--- config.mk ---
export PLATFORM = sky130hd
export DESIGN_NAME = mem_responder
export DESIGN_NICKNAME = d
export VERILOG_FILES = /design/src/rtl/mem_responder.sv
export SDC_FILE = /design/constraint.sdc
export NUM_CORES = 1
export LEC_CHECK = 0
export ABC_CLOCK_PERIOD_IN_PS = 4600
export CAP_MARGIN = 20
export CORE_ASPECT_RATIO = 1.1
export CORE_MARGIN = 2
export CORE_UTILIZATION = 60
export DETAILED_ROUTE_END_ITERATION = 12
export PLACE_DENSITY = 0.84
export SLEW_MARGIN = 20
export SYNTH_ARGS = -nofsm -noshare
export SYNTH_HDL_FRONTEND = slang
export SYNTH_SLANG_ARGS = --single-unit
--- constraint.sdc ---
create_clock -name clk -period 4.6 [get_ports clk]
set_input_delay 1.15 -clock clk [delete_from_list [all_inputs] [get_ports clk]]
set_output_delay 1.15 -clock clk [all_outputs]
set_load 0.005 [all_outputs]
--- src/rtl/mem_responder.sv ---
// mem_responder: single-port byte memory responder with a memory-mapped
// output register, driven by read/write strobes from a control unit.
//
// Ports:
//   clk        clock, all state changes on the rising edge
//   rst        synchronous, active-high reset
//   memread_i  read request strobe (sampled in IDLE only)
//   memwrite_i write request strobe (sampled in IDLE only)
//   addr_i     byte address of the request
//   wdata_i    write data
//   rdata_o    registered read data, held until the next completed read
//   ready_o    one-cycle completion pulse (DONE state)
//   busy_o     high whenever the FSM is not IDLE
//   err_o      one-cycle pulse on an illegal request or unmapped address
//   io_out_o   memory-mapped output register (address IO_ADDR)
//
// Build option: define MEM_RESPONDER_WAIT_EN to add WAIT_CYCLES extra
// ACCESS cycles per request via a 4-bit down-counter. Undefined, ACCESS
// is always a single cycle and the counter does not exist.
module mem_responder #(
  parameter int unsigned RAM_DEPTH   = 128,
  parameter int unsigned WAIT_CYCLES = 2,
  parameter logic [7:0]  IO_ADDR     = 8'hFF
) (
  input  logic       clk,
  input  logic       rst,
  input  logic       memread_i,
  input  logic       memwrite_i,
  input  logic [7:0] addr_i,
  input  logic [7:0] wdata_i,
  output logic [7:0] rdata_o,
  output logic       ready_o,
  output logic       busy_o,
  output logic       err_o,
  output logic [7:0] io_out_o
);

  localparam int unsigned AW = (RAM_DEPTH > 1) ? $clog2(RAM_DEPTH) : 1;

  localparam logic [1:0] S_IDLE   = 2'd0;
  localparam logic [1:0] S_ACCESS = 2'd1;
  localparam logic [1:0] S_DONE   = 2'd2;

  logic [1:0] state;
  logic       is_write_q;
  logic [7:0] addr_q;
  logic [7:0] wdata_q;
  logic [7:0] mem [RAM_DEPTH];

  logic start;
  logic illegal;
  logic access_last;
  logic do_access;
  logic hit_ram;
  logic hit_io;

  assign start     = (state == S_IDLE) && (memread_i ^ memwrite_i);
  assign illegal   = (state == S_IDLE) && memread_i && memwrite_i;
  assign do_access = (state == S_ACCESS) && access_last;
  assign hit_ram   = ({24'd0, addr_q} < RAM_DEPTH);
  assign hit_io    = (addr_q == IO_ADDR);
  assign busy_o    = (state != S_IDLE);

`ifdef MEM_RESPONDER_WAIT_EN
  logic [3:0] wait_cnt;

  assign access_last = (wait_cnt == 4'd0);

  always_ff @(posedge clk) begin
    if (rst) begin
      wait_cnt <= '0;
    end else if (start) begin
      wait_cnt <= 4'(WAIT_CYCLES);
    end else if ((state == S_ACCESS) && !access_last) begin
      wait_cnt <= wait_cnt - 4'd1;
    end
  end
`else
  assign access_last = 1'b1;
`endif

  always_ff @(posedge clk) begin
    if (rst) begin
      state      <= S_IDLE;
      is_write_q <= 1'b0;
      addr_q     <= '0;
      wdata_q    <= '0;
      rdata_o    <= '0;
      io_out_o   <= '0;
      ready_o    <= 1'b0;
      err_o      <= 1'b0;
    end else begin
      ready_o <= 1'b0;
      err_o   <= 1'b0;
      case (state)
        S_IDLE: begin
          if (start) begin
            is_write_q <= memwrite_i;
            addr_q     <= addr_i;
            wdata_q    <= wdata_i;
            state      <= S_ACCESS;
          end else if (illegal) begin
            err_o <= 1'b1;
          end
        end
        S_ACCESS: begin
          if (access_last) begin
            state   <= S_DONE;
            ready_o <= 1'b1;
            if (is_write_q) begin
              // RAM writes are committed in the storage block below.
              if (!hit_ram) begin
                if (hit_io) io_out_o <= wdata_q;
                else        err_o    <= 1'b1;
              end
            end else begin
              if (hit_ram) begin
                rdata_o <= mem[addr_q[AW-1:0]];
              end else if (hit_io) begin
                rdata_o <= io_out_o;
              end else begin
                rdata_o <= '0;
                err_o   <= 1'b1;
              end
            end
          end
        end
        S_DONE:  state <= S_IDLE;
        default: state <= S_IDLE;
      endcase
    end
  end

  // Storage has no reset so contents survive rst; gating on !rst keeps a
  // write aborted by reset from landing.
  always_ff @(posedge clk) begin
    if (!rst && do_access && is_write_q && hit_ram) begin
      mem[addr_q[AW-1:0]] <= wdata_q;
    end
  end

endmodule

==> results.toml, run 1 <==
[outcome]
status = "finished clean"

[synth]
ys_warn_count = 0
synth_edf_count = 1024
synth-main-ff-cell = "edfxtp_1"
synth_nets = 2096
syn-cell-area_um2 = 41300
ys_ff_latch = 1068
ys_seq_area_share_pct = 76.59
synth_cells = 2076
ys_types = 44
syn_area_per_cell_um2 = 19.89
async_flop_share_pct = 0

[die]
die_y_um = 279.2
dieArea_um2 = 70950
pin_count = 39
rows = 100
core-area_um2 = 67940
initial_core_util_pct = 60.79
die_w_um = 254.2

[layout]
nNetsFinal = 2149
fin_area_um2 = 45680
n_antenna_cell = 0
fin_util_pct = 67.24
nFillCells = 3860
layout-drive-gt1-share_pct = 18.28
fin_cells = 3123
area_delta_synth_final_pct = 10.61

[worst_setup_path]
path_delay_family = "compound AO/OA/AOI/OAI gates"
cp.arrival_ns = 4.22
worstSetupPathType = "register to register"
critPathRequiredTime_ns = 5.11
path_buf_inv = 1
cpMaxStageDelayCell = "dfxtp_4"
start_kind = "register"
end_kind = "register"
cp_max_fo = 58
crit_chain = "buf_12 > mux4_2 > a22oi_1 > a21oi_1 > o41ai_1 > a211oi_1"
cpPeakStageDelay_ns = 0.94

[clock_tree]
root_buffer = "clkbuf_16"
cts_setup_buffers = 0
postCtsHoldBufs = 0
clock_sinks = 1068
cts_resized = 0
cts_tree = "yes"
ctsLongestPathBuffers = 3
path_clk_slew_ns = 0.07
cts_buffers = 92
htreeDepth = 3
worstSkewPairLatency_ns = 0.66

[global_route]
grt_usage_pct = 28.57
gr-usage-met3_pct = 5.901
gr-max-usage-layer = "met2"
grt_pass1_vias = 21810
grt.overflow.total = 0
use_met2_pct = 45.60
met1_usage_pct = 38.67
grt_max_degree = 96
antenna_found_initial = 0
grt_pass1_wl_um = 145700

[sta]
setup_viol = 0
setup_ws_ns = 0.8900
fmax_mhz = 269.5
post-route-min-period_ns = 3.710
worst_pin_slew_ns = 1.127
finalHoldViolCount = 0
fin_skew_ns = 0.02190
drv_slew = 0
timing.hold.ws_ns = 0.4898
min_period_over_period_pct = 80.65
slew_headroom_pct = 24.89
rsz0062_at_grt = "false"
fin_tns_setup_ns = 0

[placed_design]
dpl.hpwl_um = 54860
dp_cells = 2952
io_buffers = 38
place_area_um2 = 42580
routabilityCongestion = 0.8502
dp_slack_ns = 0.7653

[run]
max_cap_violations = 0

[routing]
drc = 0
drtIter0Drc = 3579
first_pass_iters = 6
wl_per_cell_um = 31.59
drt-total-wl_um = 98650
via_per_inst = 6.945
drtAntennaViolNets = 0
vias = 21690

[power]
leakage_nw = 14.52
powerDensity_nw_per_um2 = 442.6
ir_drop_uv = 430.9
power_mw = 20.22

[worst_hold_path]
hp-class = "register to register"
[metal layers]
layer | vias up | part of all wire, %
li1 | 8620 | -
met1 | 10900 | 34
met2 | 1866 | 49
met3 | 301 | 12
met4 | 0 | 4.8
met5 | - | 0
[worst paths after layout]
kind | depth (start not counted) | endpoint | slack, ns | startpoint
worst min register to register | 1 | err_o | 0.49 | state[1]
worst min-delay path | 1 | err_o | 0.49 | state[1]
worst max register to register | 6 | rdata_o[6] | 0.89 | register
worst max-delay path | 6 | rdata_o[6] | 0.89 | register
[worst register-to-register path: stages, from the launching register on]
cell	delay, ns
dfxtp_4	0.94
buf_12	0.55
mux4_2	0.66
a22oi_1	0.29
a21oi_1	0.12
o41ai_1	0.84
a211oi_1	0.17
[kinds of logic (layout without fill, tap and decap cells)]
kind of cell    count (synthesis)  count (layout)  share of synthesized area [%]
simple gates                  323             323                          3.523
xor+xnor                        1               1                        0.02121
flops                        1068            1068                          76.59
buf+inv                       122             251                          1.612
mux                           364             364                          14.74
compound gates                198             198                          3.514
[Yosys cell counts (all sizes together) (9+ instances only)]
library cell / count / area share, %
nand2: 50 / 0.45
mux4: 194 / 11
edfxtp: 1024 / 74
buf: 77 / 1.2
and3: 9 / 0.14
clkbuf: 44 / 0.40
nand3: 42 / 0.51
a22oi: 84 / 1.5
mux2: 14 / 0.38
a21oi: 22 / 0.27
dfxtp: 44 / 2.1
nor2b: 20 / 0.30
mux2i: 156 / 3.8
a211oi: 32 / 0.58
o22ai: 14 / 0.21
nor2: 176 / 1.6
[cell usage in the layout (no fill, tap or decap), types with 4 or more instances in the layout]
master and count:
mux4_2 194, dfxtp_4 10, a2111oi_0 6, o21ai_0 7, nand3_1 42, o22ai_1 14, nand2_1 49, dfxtp_1 33
buf_12 6, bufinv_16 11, o2111ai_1 7, a211oi_1 32, mux2i_1 156, clkbuf_16 96, nor2_1 176, a22o_1 8
a221oi_1 8, nand2b_1 4, nor2b_1 19, and3_1 9, a311oi_1 7, edfxtp_1 1024, mux2_2 14, clkdlybuf4s50_1 38
a22oi_1 84, clkbuf_8 4, clkinv_1 17, clkbuf_1 20, clkinv_2 13, buf_4 36, a21oi_1 22, inv_6 6
[where the power goes]
part           switching (mW)  internal, mW
clock                    3.46          4.52
sequential              0.222          10.8
combinational           0.766         0.488
[registers in the layout (all words and copies together) (netlist names), named ones only]
name	count
wdata_q	8
addr_q	8
ready_o	1
is_write_q	1
err_o	1
mem	1024
rdata_o	8
io_out_o	8
state	2
[area by class of cell]
type | count | area, µm² | share of cell area [%]
clock buffers | 120 | 2532 | 5.544
clock inverters | 50 | 548.0 | 1.200
inverters | 1 | 3.754 | 0.008217
multi-input cells | 886 | 9009 | 19.72
flip-flops and latches | 1068 | 31670 | 69.33
well taps | 918 | 1149 | 2.514
repair buffers | 80 | 770.7 | 1.687
(Power assumes the default switching activity.)
==> inputs of run 2 (changes only) <==
--- a/config.mk
+++ b/config.mk
@@ -5,13 +5,13 @@
 export SDC_FILE = /design/constraint.sdc
 export NUM_CORES = 1
 export LEC_CHECK = 0
-export ABC_CLOCK_PERIOD_IN_PS = 4600
+export ABC_CLOCK_PERIOD_IN_PS = 3200
 export CAP_MARGIN = 20
 export CORE_ASPECT_RATIO = 1.1
 export CORE_MARGIN = 2
-export CORE_UTILIZATION = 60
+export CORE_UTILIZATION = 56
 export DETAILED_ROUTE_END_ITERATION = 12
-export PLACE_DENSITY = 0.84
+export PLACE_DENSITY = 0.83
 export SLEW_MARGIN = 20
 export SYNTH_ARGS = -nofsm -noshare
 export SYNTH_HDL_FRONTEND = slang
==> constraint.sdc (replaced) <==
create_clock -name clk -period 3.2 [get_ports clk]
set_input_delay 0.8 -clock clk [delete_from_list [all_inputs] [get_ports clk]]
set_output_delay 0.8 -clock clk [all_outputs]
set_load 0.005 [all_outputs]
==> results.toml, run 2 (synthesized netlist as in run 1, its figures left out) <==
[die]
pin_count = 39
die_y_um = 288.8
initial_core_util_pct = 56.47
rows = 104
core-area_um2 = 73130
dieArea_um2 = 75940
die_w_um = 262.9

[worst_hold_path]
hp-class = "register to register"

[global_route]
grt_max_degree = 130
grt.overflow.total = 0
grt_pass1_wl_um = 152100
grt_usage_pct = 27.36
grt_pass1_vias = 22870
antenna_found_initial = 1

[clock_tree]
ctsLongestPathBuffers = 3
root_buffer = "clkbuf_16"
postCtsHoldBufs = 0
htreeDepth = 3
worstSkewPairLatency_ns = 0.67
path_clk_slew_ns = 0.07
cts_tree = "yes"
clock_sinks = 1068
cts_buffers = 92

[sta]
slew_headroom_pct = 25.30
min_period_over_period_pct = 97.93
timing.hold.ws_ns = 0.5246
worst_pin_slew_ns = 1.120
finalHoldViolCount = 0
setup_viol = 0
fmax_mhz = 319.1
post-route-min-period_ns = 3.134
rsz0062_at_grt = "false"
drv_slew = 0
fin_skew_ns = 0.03206
fin_tns_setup_ns = 0

[power]
seqPwrFrac_pct = 53.6
power.switching_mw = 6.579
leakage_nw = 15.58
internal_power_mw = 22.72
p_sw_share_pct = 22.46
clockPowerShare_pct = 39.3
comb_power_share_pct = 7.1
ir_drop_uv = 724.0
powerDensity_nw_per_um2 = 617.9

[layout]
layout.area.seq_um2 = 31670
nFillCells = 4352
fin_util_pct = 64.83
mostFrequentLayoutCells = "edfxtp_1 (1,024), buf_4 (205), mux4_2 (194), nor2_1 (176), mux2i_1 (156)"
multiInputGateArea_um2 = 9024
layout-drive-gt1-share_pct = 25.26
fin_cells = 3350
final_common_cell = "edfxtp_1"
area_delta_synth_final_pct = 14.80
largest_reg_flops = 1024
nNetsFinal = 2335

[routing]
vias = 22560
drtAntennaViolNets = 0
via_per_inst = 6.733
first_pass_iters = 5
drt-total-wl_um = 103400
drtIter0Drc = 3618
drc = 0
wl_per_cell_um = 30.88

[worst_setup_path]
worstSetupPathType = "register to register"
end_kind = "register"
cp_max_fo = 26
cp.arrival_ns = 3.65
critPathRequiredTime_ns = 3.71
start_kind = "register"

[placed_design]
dpl.hpwl_um = 59450
io_buffers = 38
dp_cells = 3170
routabilityCongestion = 0.8821

[run]
max_cap_violations = 0

[outcome]
status = "finished clean"
==> run 2: changes by cell type in the layout (fill, tap and decap cells not counted), moves of 2 or more <==
| cell | before | now |
|---|---|---|
| buf_4 | 36 | 205 |
| buf_12 | 6 | 23 |
| clkinv_4 | 1 | 9 |
| clkinv_1 | 17 | 10 |
| clkinvlp_4 | 1 | 8 |
| clkbuf_16 | 96 | 92 |
| a21oi_1 | 22 | 19 |
| a21oi_2 | 0 | 3 |
| clkbuf_1 | 20 | 18 |
| clkbuf_8 | 4 | 6 |
| clkinv_2 | 13 | 11 |
| clkinv_8 | 0 | 2 |
==> run 2: layout make-up <==
type / instances / area share, %
Clock inverter: 58 / 1.451
Clock buffer: 116 / 5.172
Timing Repair Buffer: 266 / 5.019
Antenna cell: 1 / 0.005278
Multi-Input combinational cell: 886 / 19.03
Tap cell: 954 / 2.518
Inverter: 1 / 0.007917
Sequential cell: 1068 / 66.79
==> run 2: final timing paths <==
kind	from	end	slack, ns	cells after the start
worst min-delay path	state[1]	err_o	0.52	1
worst min register to register	state[1]	err_o	0.52	1
worst max-delay path	register	rdata_o[7]	0.07	9
worst max register to register	register	rdata_o[7]	0.07	9
==> run 2: power groups by stage <==
stage / logic [mW] / clock network, mW / registers [mW]
floorplan: 1.16 / 0 / 16.0
global placement: 1.89 / 0 / 16.0
detailed placement: 1.95 / 0 / 16.0
CTS: 2.01 / 11.6 / 15.7
global route: 2.15 / 12.1 / 15.7
finish: 2.07 / 11.5 / 15.7
==> run 2: worst max-delay path, cell delays in order, from the launching register on <==
cell and delay [ns]:
dfxtp_4 0.58, buf_4 0.29, buf_12 0.23, buf_4 0.22, mux2i_1 0.34, o22ai_1 0.20
a211oi_1 0.44, a21oi_2 0.24, o2111ai_1 0.24, a311oi_1 0.16
==> run 2: routing by layer <==
metal  vias to the layer above  routed length [µm]  global-route usage [%]
li1                       8976                   -                       -
met2                      1865               51050                   45.51
met3                       343               12330                   6.035
met4                         2                5594                   13.31
met5                         -                  13                       0
met1                     11370               34460                   34.73
==> run 2: through the flow <==
| step | setup WS (ns) | cell area [µm²] | power [mW] |
|---|---|---|---|
| after CTS | 0.03682 | 47340 | 29.29 |
| after floorplan | 0.6349 | 41300 | 17.16 |
| final | 0.06611 | 47410 | 29.29 |
| after detailed placement | 0.02066 | 44190 | 17.97 |
| after global placement | 0.06082 | 44190 | 17.89 |
| after global routing | 0.007688 | 47410 | 29.91 |
==> run 2: timing repair <==
action                     CTS  global route
setup buffers                0             5
setup endpoints to repair    1             4
resized for setup            1             4
hold endpoints to repair     0             0
